[src/rtl/decoder_rr_scheduler.sv]
// Round-robin scheduler for eight requesters that drives a 3-to-8 decoder
// (sel/sel_en) plus a matching one-hot grant, with a hold limit and a dead GAP cycle.
module decoder_rr_scheduler #(
  parameter int MAX_HOLD = 15
) (
  input  logic       clk,
  input  logic       rst_n,
  input  logic       EN,
  input  logic [7:0] req,
  output logic [2:0] sel,
  output logic       sel_en,
  output logic [7:0] grant,
  output logic       timeout,
  output logic       busy
);

  typedef enum logic [1:0] {
    IDLE  = 2'd0,
    GRANT = 2'd1,
    GAP   = 2'd2
  } state_t;

  localparam logic [7:0] HOLD_LIMIT = 8'(MAX_HOLD);

  state_t     state, state_n;
  logic [2:0] ptr, ptr_n;
  logic [2:0] sel_n;
  logic       sel_en_n;
  logic [7:0] grant_n;
  logic       timeout_n;
  logic [7:0] hold_cnt, hold_n;

  logic [2:0] winner;
  logic [2:0] cand;
  logic       win_found;

  // Circular priority search starting at ptr: first active requester wins.
  always_comb begin
    winner    = ptr;
    cand      = ptr;
    win_found = 1'b0;
    for (int k = 0; k < 8; k++) begin
      cand = ptr + 3'(k);
      if (!win_found && req[cand]) begin
        win_found = 1'b1;
        winner    = cand;
      end
    end
  end

  // NOTE: every output of this block gets a default before the case so no
  // path leaves a signal unassigned, which would otherwise infer a latch.
  always_comb begin
    state_n   = state;
    ptr_n     = ptr;
    sel_n     = sel;
    sel_en_n  = 1'b0;
    grant_n   = 8'h00;
    timeout_n = 1'b0;
    hold_n    = hold_cnt;
    unique case (state)
      IDLE, GAP: begin
        if (EN && win_found) begin
          state_n  = GRANT;
          sel_n    = winner;
          sel_en_n = 1'b1;
          grant_n  = 8'b1 << winner;
          hold_n   = 8'd1;
        end else begin
          state_n = IDLE;
        end
      end
      GRANT: begin
        if (!req[sel]) begin
          state_n = GAP;
          ptr_n   = sel + 3'd1;
        end else if (hold_cnt == HOLD_LIMIT) begin
          state_n   = GAP;
          ptr_n     = sel + 3'd1;
          timeout_n = 1'b1;
        end else begin
          // EN and other requests are ignored here: the owner is never preempted.
          sel_en_n = 1'b1;
          grant_n  = grant;
          hold_n   = hold_cnt + 8'd1;
        end
      end
      default: state_n = IDLE;
    endcase
  end

  // NOTE: state is updated with non-blocking assignments so every flop samples
  // the pre-edge values; the asynchronous reset clears all of it, which also
  // drops grant immediately and suppresses any pending timeout.
  always_ff @(posedge clk or negedge rst_n) begin
    if (!rst_n) begin
      state    <= IDLE;
      ptr      <= 3'd0;
      sel      <= 3'd0;
      sel_en   <= 1'b0;
      grant    <= 8'h00;
      timeout  <= 1'b0;
      hold_cnt <= 8'd0;
    end else begin
      state    <= state_n;
      ptr      <= ptr_n;
      sel      <= sel_n;
      sel_en   <= sel_en_n;
      grant    <= grant_n;
      timeout  <= timeout_n;
      hold_cnt <= hold_n;
    end
  end

  assign busy = (state != IDLE);

endmodule

[config.mk]
export PLATFORM = sky130hd
export DESIGN_NAME = decoder_rr_scheduler
export DESIGN_NICKNAME = d
export VERILOG_FILES = /design/src/rtl/decoder_rr_scheduler.sv
export SDC_FILE = /design/constraint.sdc
export NUM_CORES = 1
export LEC_CHECK = 0
export BUFFER_PORTS_ARGS = -buffer_cell sky130_fd_sc_hd__buf_2
export CAP_MARGIN = 20
export CORE_ASPECT_RATIO = 1.2
export CORE_UTILIZATION = 30
export CTS_CLUSTER_SIZE = 10
export DETAILED_ROUTE_END_ITERATION = 10
export PLACE_DENSITY = 0.46
export SLEW_MARGIN = 30
export SYNTH_ARGS = -nofsm -noshare
export SYNTH_HDL_FRONTEND = slang
export SYNTH_SLANG_ARGS = --single-unit
[constraint.sdc]
create_clock -name clk -period 3.3 [get_ports clk]
set_input_delay 0.165 -clock clk [delete_from_list [all_inputs] [get_ports clk]]
set_output_delay 0.165 -clock clk [all_outputs]
set_load 0.05 [all_outputs]
==> key figures, run 1 <==
Status
  – Status: completed

Synthesis
  – Synthesized area: 0.002151 mm2
  – Flops & latches, synth: 26
  – Seq/Total Area, Yosys: 30.25%
  – Ys async rst share: 100.0%
  – Synth cell types: 63
  – Number of synthesized flops with an enable pin: 0
  – Avg Cell Area, Syn: 10.81 um2
  – Synth warnings: 0
  – Main flop type after synthesis: dfrtp_1
  – Synth Instances: 199
  – Syn_nets: 214

Timing
  – Setup violators final: 0
  – Final min period: 3.025 ns
  – Max Fclk: 330.5 MHz
  – Final count of pins violating max slew: 0
  – Worst-Margin Slew: 0.6127 ns
  – Slew headroom: 59.15%
  – Final Hold Fails: 0
  – Period Utilization, post-route: 91.68%
  – Clock skew: 0.003124 ns
  – RSZ-0062 raised after global routing: no
  – TNS Setup: 0 ns

Floorplan
  – Core ar.: 0.006895 mm2
  – Die ar.: 0.007514 mm2
  – IO Pins: 25
  – Starting Density: 31.19%
  – Std-Cell Rows: 33
  – Height of the die: 94.76 um
  – Die W: 79.30 um

Global route
  – Vias in the first global route: 1741
  – Total GRT Usage: 14.60%
  – Grt total ovfl: 0
  – Global-route wire length before repair: 8.535 mm
  – Largest net degree at the start of global routing: 27
  – Initial antenna violation count: 0

Clock network
  – CTS root buf: clkbuf_8
  – CTS tree: yes
  – Number of CTS-inserted buffers: 3
  – Clk slew on worst S/H paths: 0.09 ns
  – H-tree depth: 1
  – CTS sink cnt: 26
  – Worst-Skew Late Latency: 0.27 ns
  – Clk buf depth: 2

Setup path
  – Top delay family on crit path: compound AO/OA/AOI/OAI gates
  – Largest stage delay on the critical path: 0.51 ns
  – CP Data Required Time: 3.46 ns
  – CP Class: reg -> reg
  – CP max-delay cell: ha_1
  – Crit. End Element: flip-flop
  – CP max FO: 9
  – Cell Chain, Critical Path: inv_1 -> ha_1 -> mux2i_1 -> mux4_2 -> o32ai_2 -> a32oi_1 -> o2bb2ai_1 -> o21ai_2 -> a32o_1
  – Critical path buffers and inverters: 1
  – CP arrival: 3.19 ns
  – Crit path launch type: flip-flop

Finish
  – Layout cell share with drive strength beyond 1: 29.65%
  – Ant. Diodes: 0
  – Nets: 242
  – Area growth, synth to finish: 12.16%
  – Commonest non-fill, non-tap cells in the layout: nand2_1, dfrtp_1, buf_2, nor2_1, mux4_2

Place
  – Port buffer count: 24
  – Placer Congestion: 0.7500
  – HPWL after detailed placement: 3.956 mm

Drt
  – DRC Markers: 0
  – Post-route ant nets: 0
  – Drt first pass iters: 4
  – WL/cell: 16.19 um
  – Total detailed-routing wirelength: 5.066 mm
  – DR vias: 1684
  – Vias per inst: 5.380
  – Initial DRC Count: 92

Run
  – Max-cap violations: 0

Min path
  – Hold crit path type: in -> reg
==> what timing repair did <==
item                      in CTS  in global routing
hold endpoints to repair      26                  0
gates resized for setup        0                  0
setup buffers                  0                  0
hold buffers                   1                  0
==> synthesized netlist by cell type (all sizes together) (6+ instances only) <==
| cell type | count | area, um2 |
|---|---|---|
| mux2i | 8 | 96.34 |
| inv | 7 | 26.28 |
| nand4 | 7 | 43.79 |
| xor2 | 7 | 61.31 |
| dfrtp | 26 | 650.6 |
| o21ai | 12 | 63.81 |
| and3 | 6 | 47.54 |
| o31ai | 6 | 50.05 |
| nand2 | 27 | 103.9 |
| nand2b | 6 | 40.04 |
| nor2 | 12 | 52.55 |
| mux4 | 14 | 330.3 |
==> per-layer routing <==
layer	wire, um	global-route usage [%]	up-vias	part of all wire, %
li1	-	-	816	-
met1	2212	17.73	830	44
met2	2630	26.87	30	52
met3	110	0.6763	8	2.2
met4	112	5.758	0	2.2
met5	0	0	-	0
==> registers in the layout, summed over array words and instances (netlist names) <==
| signal | cells |
|---|---|
| grant | 8 |
| hold_cnt | 8 |
| ptr | 3 |
| sel | 3 |
| state | 2 |
| sel_en | 1 |
| timeout | 1 |
==> layout make-up <==
class	count	area, um2
multi-input combinational	158	1396
clock buffer	4	55.05
inverter	7	26.28
fill	687	4483
timing repair buffer	31	175.2
tap	87	108.9
sequential	26	650.6
==> path summary, 6_finish.rpt <==
path | startpoint | end | slack [ns] | cells after the start
worst max-delay path | ptr[0] | grant[5] | 0.27 | 9
worst min-delay path | EN | hold_cnt[4] | 0.32 | 4
worst max register to register | ptr[0] | grant[5] | 0.27 | 9
worst min register to register | grant[2] | grant[2] | 0.49 | 2
max in group asynchronous | rst_n | sel[1] | 2.49 | 2
min in group asynchronous | rst_n | grant[2] | 0.42 | 2
==> kinds of logic after synthesis <==
group,Yosys count,synth area share (%)
AOI/OAI and AO/OA,41,16.76
and+or+nand+nor,78,20.36
buffers and inverters,15,4.828
xor gates and xnor gates,10,4.072
DFF,26,30.25
muxes,25,21.41
adders and majority gates,4,2.327
==> worst min-delay path: stages <==
cell and delay, ns:
buf_2 0.09, inv_1 0.11, a211oi_4 0.08, nor2_1 0.10
==> metrics by stage <==
stage / cell area (um2) / hold WS, ns / setup slack [ns] / util, % / std cells
after CTS: 2412 / 0.3311 / 0.2670 / 34.98 / 313
after floorplan: 2151 / -0.1306 / 0.03620 / - / 199
after global routing: 2412 / 0.3619 / 0.002309 / 34.98 / 313
after detailed placement: 2347 / 0.2095 / 0.2805 / 34.04 / 308
final: 2412 / 0.3205 / 0.2745 / 34.98 / 313
after global placement: 2347 / 0.2144 / 0.3099 / 34.04 / 308
Power of run 1 is not shown: default switching activity piles up to over one toggle a cycle in this logic, so the estimate is an artifact.
==> inputs of run 2 (changes only) <==
--- a/config.mk
+++ b/config.mk
@@ -8,6 +8,7 @@
 export BUFFER_PORTS_ARGS = -buffer_cell sky130_fd_sc_hd__buf_2
 export CAP_MARGIN = 20
 export CORE_ASPECT_RATIO = 1.2
+export CORE_MARGIN = 2
 export CORE_UTILIZATION = 30
 export CTS_CLUSTER_SIZE = 10
 export DETAILED_ROUTE_END_ITERATION = 10
==> run 2 against run 1 <==
Clock skew is 0.0037 ns higher. Via count is 0.77% lower. Wire length up 1.8%. Final cell count unchanged. Worst setup slack got worse by 0.019 ns. Non-clock buffer count up 1. Cell area shrank 0.26%. Global-route usage shrank 0.48 points.
==> key figures, run 2 (synthesis gave the netlist of run 1 again) <==
Timing
  – Period Utilization, post-route: 92.25%
  – Worst-Margin Slew: 0.5992 ns
  – Final Hold Fails: 0
  – Clock skew: 0.006839 ns
  – Max Fclk: 328.5 MHz
  – Setup violators final: 0
  – Final count of pins violating max slew: 0
  – Final min period: 3.044 ns
  – Final Worst Setup Slack: 0.2559 ns
  – TNS Setup: 0 ns
  – Slew headroom: 60.05%
  – RSZ-0062 raised after global routing: no

Place
  – Port buffer count: 24
  – Pre-CTS setup slack: 0.2628 ns
  – Number of cells after detailed placement: 309
  – Placer Congestion: 0.7393
  – HPWL after detailed placement: 4.074 mm

Drt
  – Drt first pass iters: 4
  – Post-route ant nets: 0
  – Total detailed-routing wirelength: 5.159 mm
  – DR vias: 1671
  – WL/cell: 16.48 um
  – Vias per inst: 5.339
  – DRC Markers: 0
  – Initial DRC Count: 41

Setup path
  – Crit path launch type: flip-flop
  – CP Data Required Time: 3.46 ns
  – Crit. End Element: flip-flop
  – CP max-delay cell: mux4_2
  – Top delay family on crit path: multiplexers
  – Critical path buffers and inverters: 1
  – CP Class: reg -> reg
  – Cell Chain, Critical Path: inv_1 -> ha_1 -> mux2i_1 -> mux4_2 -> a22o_4 -> nor3b_4 -> a211o_2 -> nand2b_2 -> mux2_1
  – CP max FO: 9
  – CP arrival: 3.20 ns
  – Largest stage delay on the critical path: 0.53 ns

Global route
  – Global-route wire length before repair: 8.742 mm
  – Vias in the first global route: 1751
  – Initial antenna violation count: 0
  – Largest net degree at the start of global routing: 27
  – Total GRT Usage: 14.12%
  – Grt total ovfl: 0

Floorplan
  – Std-Cell Rows: 33
  – Die ar.: 0.007866 mm2
  – Height of the die: 96.76 um
  – Die W: 81.30 um
  – IO Pins: 25
  – Starting Density: 31.19%
  – Core ar.: 0.006895 mm2

Min path
  – Hold crit path type: in -> reg

Clock network
  – Clk slew on worst S/H paths: 0.09 ns
  – CTS sink cnt: 26
  – Clk buf depth: 2
  – Number of CTS-inserted buffers: 3
  – Worst-Skew Late Latency: 0.26 ns
  – H-tree depth: 1
  – CTS root buf: clkbuf_8
  – Setup Buffers After CTS: 0
  – CTS tree: yes

Finish
  – Nets: 243
  – Post-Layout Cell Count: 313
  – Largest regs: grant x8, hold_cnt x8
  – FF+latch area: 650.6 um2
  – Multi-input combinational cell area: 0.001396 mm2
  – Commonest non-fill, non-tap cells in the layout: nand2_1, dfrtp_1, buf_2, nor2_1, mux4_2
  – Util after Layout: 34.89%
  – Area growth, synth to finish: 11.87%
  – Filler cells: 677
  – Ant. Diodes: 0
  – Layout cell share with drive strength beyond 1: 29.65%

Status
  – Status: completed

Run
  – Max-cap violations: 0
[run 2: worst paths after layout]
kind / from / endpoint / slack, ns / depth (start not counted)
max: ptr[0] / hold_cnt[0] / 0.26 / 9
min: EN / grant[0] / 0.36 / 5
min reg2reg: grant[2] / grant[2] / 0.48 / 2
max in group asynchronous: rst_n / sel[2] / 2.48 / 2
max reg2reg: ptr[0] / hold_cnt[0] / 0.26 / 9
min in group asynchronous: rst_n / sel[0] / 0.43 / 2
[run 2: cell type report]
cell class / instances / area share [%]
Multi-Input combinational cell: 158 / 58.03
Sequential cell: 26 / 27.04
Timing Repair Buffer: 32 / 7.592
Tap cell: 87 / 4.524
Clock buffer: 3 / 1.716
Inverter: 7 / 1.092
[run 2: what timing repair did]
item / CTS / global route
hold endpoints to repair: 26 / 0
endpoints found under the setup margin: 0 / 0
hold buffers: 1 / 0
resized for setup: 0 / 0
[run 2: stage by stage]
| stage | cell area (um2) | hold slack [ns] |
|---|---|---|
| 2_1_floorplan | 2151 | -0.1306 |
| 3_3_place_gp | 2355 | 0.2214 |
| 3_5_place_dp | 2355 | 0.2084 |
| 4_1_cts | 2406 | 0.3659 |
| 5_1_grt | 2406 | 0.3903 |
| 6_report | 2406 | 0.3641 |
[run 2: worst register-to-register path, stage by stage, from the launching register on]
cell	delay, ns
dfrtp_1	0.35
inv_1	0.06
ha_1	0.52
mux2i_1	0.15
mux4_2	0.53
a22o_4	0.32
nor3b_4	0.19
a211o_2	0.38
nand2b_2	0.12
mux2_1	0.32
[run 2: per-layer routing]
metal,GRT usage [%],part of all wire (%),up-vias
li1,-,-,816
met4,4.302,0.66,0
met3,1.679,2.2,4
met1,18.02,43,831
met2,24.40,54,20
met5,0,0,-
Power of run 2 is left out for the same reason.
==> inputs of run 3 (changes only) <==
--- a/config.mk
+++ b/config.mk
@@ -8,11 +8,11 @@
 export BUFFER_PORTS_ARGS = -buffer_cell sky130_fd_sc_hd__buf_2
 export CAP_MARGIN = 20
 export CORE_ASPECT_RATIO = 1.2
-export CORE_MARGIN = 2
-export CORE_UTILIZATION = 30
+export CORE_MARGIN = 1
+export CORE_UTILIZATION = 43
 export CTS_CLUSTER_SIZE = 10
 export DETAILED_ROUTE_END_ITERATION = 10
-export PLACE_DENSITY = 0.46
+export PLACE_DENSITY = 0.62
 export SLEW_MARGIN = 30
 export SYNTH_ARGS = -nofsm -noshare
 export SYNTH_HDL_FRONTEND = slang
==> run 3 against run 2 <==
Critical path depth is the same. Critical path type unchanged. Global-route usage increased by 4.5 points. Register-to-register slack better by 0.06 ns. Via count grew 0.78%. Highest routed layer unchanged. Die area shrank 33%.
==> key figures, run 3 (synthesis gave the netlist of run 1 again) <==
Global route
  – Initial antenna violation count: 0
  – Global-route wire length before repair: 7.617 mm
  – Largest net degree at the start of global routing: 27
  – Grt total ovfl: 0
  – Vias in the first global route: 1558
  – Total GRT Usage: 18.64%

Drt
  – Vias per inst: 5.951
  – Drt first pass iters: 4
  – DRC Markers: 0
  – DR vias: 1684
  – Total detailed-routing wirelength: 4.544 mm
  – Post-route ant nets: 0
  – WL/cell: 16.06 um
  – Initial DRC Count: 121

Setup path
  – CP Data Required Time: 3.45 ns
  – CP Class: reg -> reg
  – Crit. End Element: flip-flop
  – CP max FO: 13
  – Worst r2r src: ptr[0]
  – Reg2reg end: hold_cnt[0]
  – R2R depth: 9
  – CP arrival: 3.13 ns
  – Crit path launch type: flip-flop
  – R2r setup slk: 0.32 ns

Finish
  – Ant. Diodes: 0
  – Commonest non-fill, non-tap cells in the layout: nand2_1, dfrtp_1, buf_2, nor2_1, mux4_2
  – Largest regs: grant x8, hold_cnt x8
  – Area growth, synth to finish: 9.948%
  – Layout cell share with drive strength beyond 1: 29.78%
  – Nets: 242
  – Filler cells: 429

Timing
  – Max Fclk: 335.5 MHz
  – Clock skew: 0.003264 ns
  – TNS Setup: 0 ns
  – Period Utilization, post-route: 90.33%
  – Slew headroom: 60.30%
  – Final Hold Fails: 0
  – Final Worst Setup Slack: 0.3192 ns
  – Worst-Margin Slew: 0.5955 ns
  – Final min period: 2.981 ns
  – Setup violators final: 0
  – RSZ-0062 raised after global routing: no
  – Final count of pins violating max slew: 0

Min path
  – Hold Path End: grant[6]
  – Hold path cells: 5
  – HP Start: EN
  – Hold crit path type: in -> reg

Clock network
  – CTS sink cnt: 26
  – Clk slew on worst S/H paths: 0.08 ns
  – CTS root buf: clkbuf_8
  – Clk buf depth: 2
  – Worst-Skew Late Latency: 0.26 ns
  – CTS tree: yes
  – H-tree depth: 1
  – Number of CTS-inserted buffers: 3

Place
  – HPWL after detailed placement: 3.594 mm
  – Placer Congestion: 0.8280
  – Port buffer count: 24
  – Pre-CTS setup slack: 0.1906 ns

Floorplan
  – Height of the die: 79.48 um
  – Std-Cell Rows: 27
  – IO Pins: 25
  – Core ar.: 0.004696 mm2
  – Die W: 66.56 um
  – Starting Density: 45.80%
  – Die ar.: 0.005290 mm2

Status
  – Status: completed

Run
  – Max-cap violations: 0
## run 3: worst max path at each step
stage	startpoint	to	slack, ns	depth (start not counted)
after floorplan	ptr[0]	hold_cnt[0]	0.04	12
after global placement	ptr[0]	grant[5]	0.23	9
after detailed placement	ptr[0]	hold_cnt[0]	0.19	9
after CTS	ptr[0]	hold_cnt[0]	0.18	9
after global routing	ptr[1]	grant[2]	0.1	9
final	ptr[0]	hold_cnt[0]	0.32	9
## run 3: final cells by class
cell class,count,area (um2),area share (%)
timing repair buffer,31,175.2,7.407
inverter,7,26.28,1.111
tap,58,72.57,3.069
clock buffer,3,41.29,1.746
sequential,26,650.6,27.51
multi-input combinational,158,1399,59.15
## run 3: critical path, cell delays in order, from the launching register on
cell and delay, ns:
dfrtp_1 0.35, inv_1 0.06, ha_2 0.49, mux2i_1 0.14, mux4_2 0.51, a22o_4 0.31, nor3b_4 0.19, a211o_2 0.38
nand2b_2 0.12, mux2_1 0.31
## run 3: through the flow
stage          util, %  cells  hold slack, ns  instance area (um2)
6_report         50.36    283          0.3474                 2365
5_1_grt          50.36    283          0.3670                 2365
4_1_cts          50.31    283          0.3441                 2362
3_5_place_dp     49.21    279          0.1934                 2311
3_3_place_gp     49.21    279          0.1945                 2311
2_1_floorplan        -    199         -0.1306                 2151
## run 3: timing repair
action                     CTS  global route
setup endpoints to repair    0             5
gates resized for setup      0             1
setup buffers                0             0
hold endpoints to repair    26             0
hold buffers                 1             0
## run 3: routing by layer
metal	vias up	GRT usage, %	part of all wire (%)
li1	820	-	-
met1	837	24.41	44
met2	23	33.23	53
met3	4	1.286	2.2
met4	0	3.830	0.68
met5	-	0	0
Power of run 3 is left out for the same reason.
